File: src/rtl/uart_pkg.sv
// Shared UART definitions: FSM state encoding, prescale width and parity types.
// Both the transmit and receive paths use this package.
package uart_pkg;

   localparam int PRESCALE_W = 5;

   typedef logic [2:0] uart_state_t;

   localparam uart_state_t IDLE   = 3'd0;
   localparam uart_state_t START  = 3'd1;
   localparam uart_state_t DATA   = 3'd2;
   localparam uart_state_t PARITY = 3'd3;
   localparam uart_state_t STOP   = 3'd4;

   localparam logic PARITY_EVEN = 1'b0;
   localparam logic PARITY_ODD  = 1'b1;

   // An odd-parity bit is the inverse of the XOR reduction of the data word.
   function automatic logic parity_bit(input logic typ, input logic data_xor);
      return (typ == PARITY_ODD) ? ~data_xor : data_xor;
   endfunction

endpackage

File: src/rtl/uart_tx_bit_timer.sv
// Bit-period timer for the UART transmitter: pulses bit_done on the last cycle of each bit.
// A prescale of 0 makes the 5-bit counter wrap at 31, giving 32 cycles per bit.
module uart_tx_bit_timer
   import uart_pkg::*;
(
   input  logic                  clk,
   input  logic                  rst,
   input  logic                  run,
   input  logic [PRESCALE_W-1:0] prescale,
   output logic                  bit_done
);

   localparam logic [PRESCALE_W-1:0] ONE = 1;

   logic [PRESCALE_W-1:0] count;

   assign bit_done = run && (count == (prescale - ONE));

   // Holding the counter at zero while idle means every bit starts from a cleared count.
   always_ff @(posedge clk or negedge rst) begin
      if (!rst) begin
         count <= '0;
      end else if (!run || bit_done) begin
         count <= '0;
      end else begin
         count <= count + ONE;
      end
   end

endmodule

File: src/rtl/uart_tx.sv
// UART transmitter: start bit, LSB-first data, optional parity, stop bit(s); idle-high line.
// Define UART_TX_TWO_STOP_EN to send two stop bits instead of one.
module uart_tx
   import uart_pkg::*;
#(
   parameter int DATA_WIDTH = 8
)
(
   input  logic                  clk,
   input  logic                  rst,
   input  logic [DATA_WIDTH-1:0] P_DATA,
   input  logic                  Data_Valid,
   input  logic                  PAR_EN,
   input  logic                  PAR_TYP,
   input  logic [PRESCALE_W-1:0] prescale,
   output logic                  TX_OUT,
   output logic                  busy
);

   localparam int CNT_W = (DATA_WIDTH > 1) ? $clog2(DATA_WIDTH) : 1;
   localparam logic [CNT_W-1:0] LAST_BIT = CNT_W'(DATA_WIDTH - 1);
   localparam logic [CNT_W-1:0] CNT_ONE  = 1;

   uart_state_t           state;
   logic [DATA_WIDTH-1:0] data_q;
   logic                  par_en_q;
   logic                  par_typ_q;
   logic [PRESCALE_W-1:0] prescale_q;
   logic [CNT_W-1:0]      bit_cnt;
   logic [CNT_W-1:0]      next_idx;
   logic                  bit_done;
`ifdef UART_TX_TWO_STOP_EN
   logic                  stop_cnt;
`endif

   assign next_idx = bit_cnt + CNT_ONE;

   uart_tx_bit_timer u_bit_timer (
      .clk      (clk),
      .rst      (rst),
      .run      (state != IDLE),
      .prescale (prescale_q),
      .bit_done (bit_done)
   );

   // TX_OUT is loaded with the level of the bit being entered, so it changes with the state.
   always_ff @(posedge clk or negedge rst) begin
      if (!rst) begin
         state      <= IDLE;
         data_q     <= '0;
         par_en_q   <= 1'b0;
         par_typ_q  <= 1'b0;
         prescale_q <= '0;
         bit_cnt    <= '0;
         TX_OUT     <= 1'b1;
         busy       <= 1'b0;
`ifdef UART_TX_TWO_STOP_EN
         stop_cnt   <= 1'b0;
`endif
      end else begin
         case (state)
            IDLE: begin
               if (Data_Valid) begin
                  data_q     <= P_DATA;
                  par_en_q   <= PAR_EN;
                  par_typ_q  <= PAR_TYP;
                  prescale_q <= prescale;
                  state      <= START;
                  TX_OUT     <= 1'b0;
                  busy       <= 1'b1;
               end
            end
            START: begin
               if (bit_done) begin
                  state   <= DATA;
                  bit_cnt <= '0;
                  TX_OUT  <= data_q[0];
               end
            end
            DATA: begin
               if (bit_done) begin
                  if (bit_cnt == LAST_BIT) begin
                     bit_cnt <= '0;
                     if (par_en_q) begin
                        state  <= PARITY;
                        TX_OUT <= parity_bit(par_typ_q, ^data_q);
                     end else begin
                        state  <= STOP;
                        TX_OUT <= 1'b1;
                     end
                  end else begin
                     bit_cnt <= next_idx;
                     TX_OUT  <= data_q[next_idx];
                  end
               end
            end
            PARITY: begin
               if (bit_done) begin
                  state  <= STOP;
                  TX_OUT <= 1'b1;
               end
            end
            STOP: begin
               if (bit_done) begin
`ifdef UART_TX_TWO_STOP_EN
                  if (!stop_cnt) begin
                     stop_cnt <= 1'b1;
                  end else begin
                     stop_cnt <= 1'b0;
                     state    <= IDLE;
                     busy     <= 1'b0;
                  end
`else
                  state <= IDLE;
                  busy  <= 1'b0;
`endif
               end
            end
            default: begin
               state  <= IDLE;
               TX_OUT <= 1'b1;
               busy   <= 1'b0;
            end
         endcase
      end
   end

endmodule

File: config.mk
export PLATFORM = sky130hd
export DESIGN_NAME = uart_tx
export DESIGN_NICKNAME = d
export VERILOG_FILES = /design/src/rtl/uart_pkg.sv /design/src/rtl/uart_tx_bit_timer.sv /design/src/rtl/uart_tx.sv
export SDC_FILE = /design/constraint.sdc
export NUM_CORES = 1
export LEC_CHECK = 0
export CORE_ASPECT_RATIO = 1.75
export CORE_MARGIN = 2
export CORE_UTILIZATION = 54
export DETAILED_ROUTE_END_ITERATION = 12
export GPL_TIMING_DRIVEN = 0
export PLACE_DENSITY = 0.78
export RECOVER_POWER = 50
export SETUP_SLACK_MARGIN = 0.05
export SLEW_MARGIN = 30
export SYNTH_ARGS = -nofsm -noshare
export SYNTH_HDL_FRONTEND = slang
export SYNTH_HIERARCHICAL = 1
export SYNTH_SLANG_ARGS = --single-unit
File: constraint.sdc
create_clock -name clk -period 3.55 [get_ports clk]
set_clock_uncertainty 0.1 [all_clocks]
set_input_delay 0.5325 -clock clk [delete_from_list [all_inputs] [get_ports clk]]
set_output_delay 0.5325 -clock clk [all_outputs]
set_load 0.005 [all_outputs]
==> out/qor.yml <==
final_nets: 184
netlist_cell_types: 40
grt_first_pass_wirelength_mm: 5.147
dpl_cell_area_um2: 1770
synth_enable_flop_cells: 0
max_frequency_mhz: 306.8
adder_and_majority_gate_portion_of_the_synthesized_area: 0.03226
timing.critical_path.from: "prescale_q[0]"
netlist_top_cells_count: "sky130_fd_sc_hd__dfrtp_1 (27), sky130_fd_sc_hd__mux2_2 (16), sky130_fd_sc_hd__nand2_1 (13)"
register_area_um2: 701.9
synth_area_leader: "sky130_fd_sc_hd__dfrtp_1"
crit_fanout: 8
hp-class: "reg -> reg"
firstDrtPassIters: 4
timing.final.crit_share: 0.9181
finish.instance_area_um2: 1814
power_per_cell_area_nw_per_um2: 916.5
relSlewSlack: 0.01889
setup_slack_ps: 290.8
fp.dieW_um: 44.52
ys_top_cells_by_area: "sky130_fd_sc_hd__dfrtp_1 (44%), sky130_fd_sc_hd__mux2_2 (12%), sky130_fd_sc_hd__xnor2_1 (5.1%)"
status: "complete, no violations"
max-cap-violations: 0
setup_viol: 0
clock_path_buffers: 2
drt.antenna.violating_nets: 0
worstPathArrival_ps: 3320
global_route.usage.total: 0.2093
synthMostInstantiatedCell: "sky130_fd_sc_hd__dfrtp_1"
worstMarginPinSlew_ps: 1472
io_pins: 20
clock_sinks: 28
rows: 25
worst_setup_hold_path_clk_slew_ps: 90
viasPerCell: 6.000
layout.core_utilization: 0.6667
antennaDiodeCount: 0
synth.ff_latch_count: 28
initial_core_utilization: 0.5701
maxSlewViolCount: 0
gp_congestion: 0.8081
worst-setup-path-type: "reg -> reg"
synth_seq_area_share: 0.4524
netlist_instances: 138
postSynthAreaPerCell_um2: 11.24
grt_setup_unrepaired: "false"
antenna_found_initial: 0
syn_area_um2: 1551
totalNegativeSetupSlack_ps: 0
clk-insertion-delay-late_ps: 270
synth.mux.area_fraction: 0.1629
cts_root_buf: "sky130_fd_sc_hd__clkbuf_8"
cellLeakagePower_nw: 0.7709
area_growth_pct: 16.94
die_area_um2: 3335
grt_max_degree: 29
vias: 1128
synth_fp_nets: 160
crit_path_start_kind: "flip-flop"
drt_drc_violations_left: 0
holdBufCountCts: 0
finalCriticalPeriod_ps: 3259
cts_inserted_buffers: 3
min_from: "u_bit_timer/count[0]"
clock_tree.htree_level_count: 1
synth_simple_gate_area_share: 0.1210
final_layout_size_suffix_gt1_frac: 0.1677
fin_cells: 188
yosys.area_share.xor_xnor: 0.09355
async_flop_share: 1.000
numPlacedInstances: 184
synth_compound_gate_area_share: 0.1097
cts_tree: "built"
dp.final_hpwl_mm: 2.338
core_region_area_um2: 2721
first_iter_violations: 36
floorplan.die.height_um: 74.91
pre_cts_slack_ps: 332.4
cts_setup_buffers: 0
timing_hold_violations_final: 0
drt_wl_total_mm: 2.937
port_buffers: 19
synth_top_cell_area_share: 0.4355
synth-warning-count: 6
combinational_family_with_the_most_area_after_synthesis: "multiplexers"
num-fill-cells: 210
crit-reg2reg-launch: "prescale_q[0]"
ys_dominant_reg_cell: "sky130_fd_sc_hd__dfrtp_1"
avgRoutedWirePerCell_um: 15.62
kind_of_end_point_of_the_critical_path: "flip-flop"
grt_remaining_overflow: 0
vias_in_the_first_global_route: 1196
vdd_ir_drop_max_mv: 0.4842
cts_resized: 0
multi_input_comb_area_um2: 805.8
required_ps: 3610
path summary, 6_finish.rpt:
kind / end / depth (start not counted) / slack [ps]
setup / recovery: state[1] / 11 / 290
hold / removal: u_bit_timer/count[0] / 1 / 410
setup reg to reg: state[1] / 11 / 290
hold reg to reg: u_bit_timer/count[0] / 1 / 410
max in group asynchronous: bit_cnt[2] / 1 / 2000
min in group asynchronous: data_q[4] / 1 / 490
worst max-delay path: stages, from the launching register on:
cell,delay (ps)
sky130_fd_sc_hd__dfrtp_1,420
sky130_fd_sc_hd__inv_1,60
sky130_fd_sc_hd__ha_1,230
sky130_fd_sc_hd__nor2b_1,130
sky130_fd_sc_hd__or3_1,360
sky130_fd_sc_hd__a311oi_2,490
sky130_fd_sc_hd__and2_1,190
sky130_fd_sc_hd__clkbuf_1,280
sky130_fd_sc_hd__o22ai_1,180
sky130_fd_sc_hd__mux2i_1,300
sky130_fd_sc_hd__o21ai_0,160
sky130_fd_sc_hd__a22o_1,260
cell usage in the layout (no fill, tap or decap), types with 2 or more instances in the layout:
cell,instances
sky130_fd_sc_hd__buf_2,2
sky130_fd_sc_hd__clkbuf_1,3
sky130_fd_sc_hd__o21ai_0,7
sky130_fd_sc_hd__clkdlybuf4s50_1,17
sky130_fd_sc_hd__inv_1,6
sky130_fd_sc_hd__mux2i_1,2
sky130_fd_sc_hd__dfrtp_1,27
sky130_fd_sc_hd__xor2_1,5
sky130_fd_sc_hd__nor2b_1,3
sky130_fd_sc_hd__nor3_1,5
sky130_fd_sc_hd__xnor2_1,9
sky130_fd_sc_hd__mux2_2,16
sky130_fd_sc_hd__clkbuf_8,3
sky130_fd_sc_hd__nand3_1,2
sky130_fd_sc_hd__a21oi_1,3
sky130_fd_sc_hd__ha_1,4
sky130_fd_sc_hd__nand2_1,13
sky130_fd_sc_hd__mux4_1,2
sky130_fd_sc_hd__o211ai_1,2
sky130_fd_sc_hd__nor2_1,7
area by class of cell:
| cell class | instances | area share |
|---|---|---|
| repair buffers | 19 | 0.1014 |
| inverters | 6 | 0.01241 |
| flip-flops and latches | 28 | 0.3869 |
| plain buffers | 4 | 0.01172 |
| clock buffers | 4 | 0.02483 |
| multi-input cells | 100 | 0.4441 |
| well taps | 27 | 0.01862 |
cell families after synthesis:
logic type      count (synthesis)
simple gates                   37
compound gates                 24
buf+inv                        10
xor+xnor                       15
mux                            20
flops                          28
fa+ha+maj                       4
metal layers:
layer | vias to the layer above | global-route usage | share of wire
met5 | - | 0 | 0
met4 | 0 | 0.08754 | 0.018
met3 | 6 | 0.01439 | 0.024
met2 | 20 | 0.4122 | 0.59
met1 | 561 | 0.2154 | 0.37
li1 | 541 | - | -
state kept, by name (all words and copies together) (netlist names):
signal and count:
data_q 8, prescale_q 5, u_bit_timer/count 5, bit_cnt 3
state 3, TX_OUT 1, busy 1, par_en_q 1
par_typ_q 1
metrics by stage:
stage               hold slack, ps  power [mW]
finish                       412.8       1.663
CTS                          192.1       1.679
global route                 432.7       1.795
global placement             394.3       1.458
floorplan                    136.9       1.290
detailed placement           404.3       1.505
report_power, final:
group | total, mW | internal (mW) | switching, mW | leakage [nW]
clock network | 0.176 | 0.0804 | 0.0952 | 0.0228
registers | 0.586 | 0.459 | 0.127 | 0.329
logic | 0.901 | 0.493 | 0.408 | 0.419
total | 1.66 | 1.03 | 0.630 | 0.771
No activity file was read; power rests on OpenSTA's default activity.
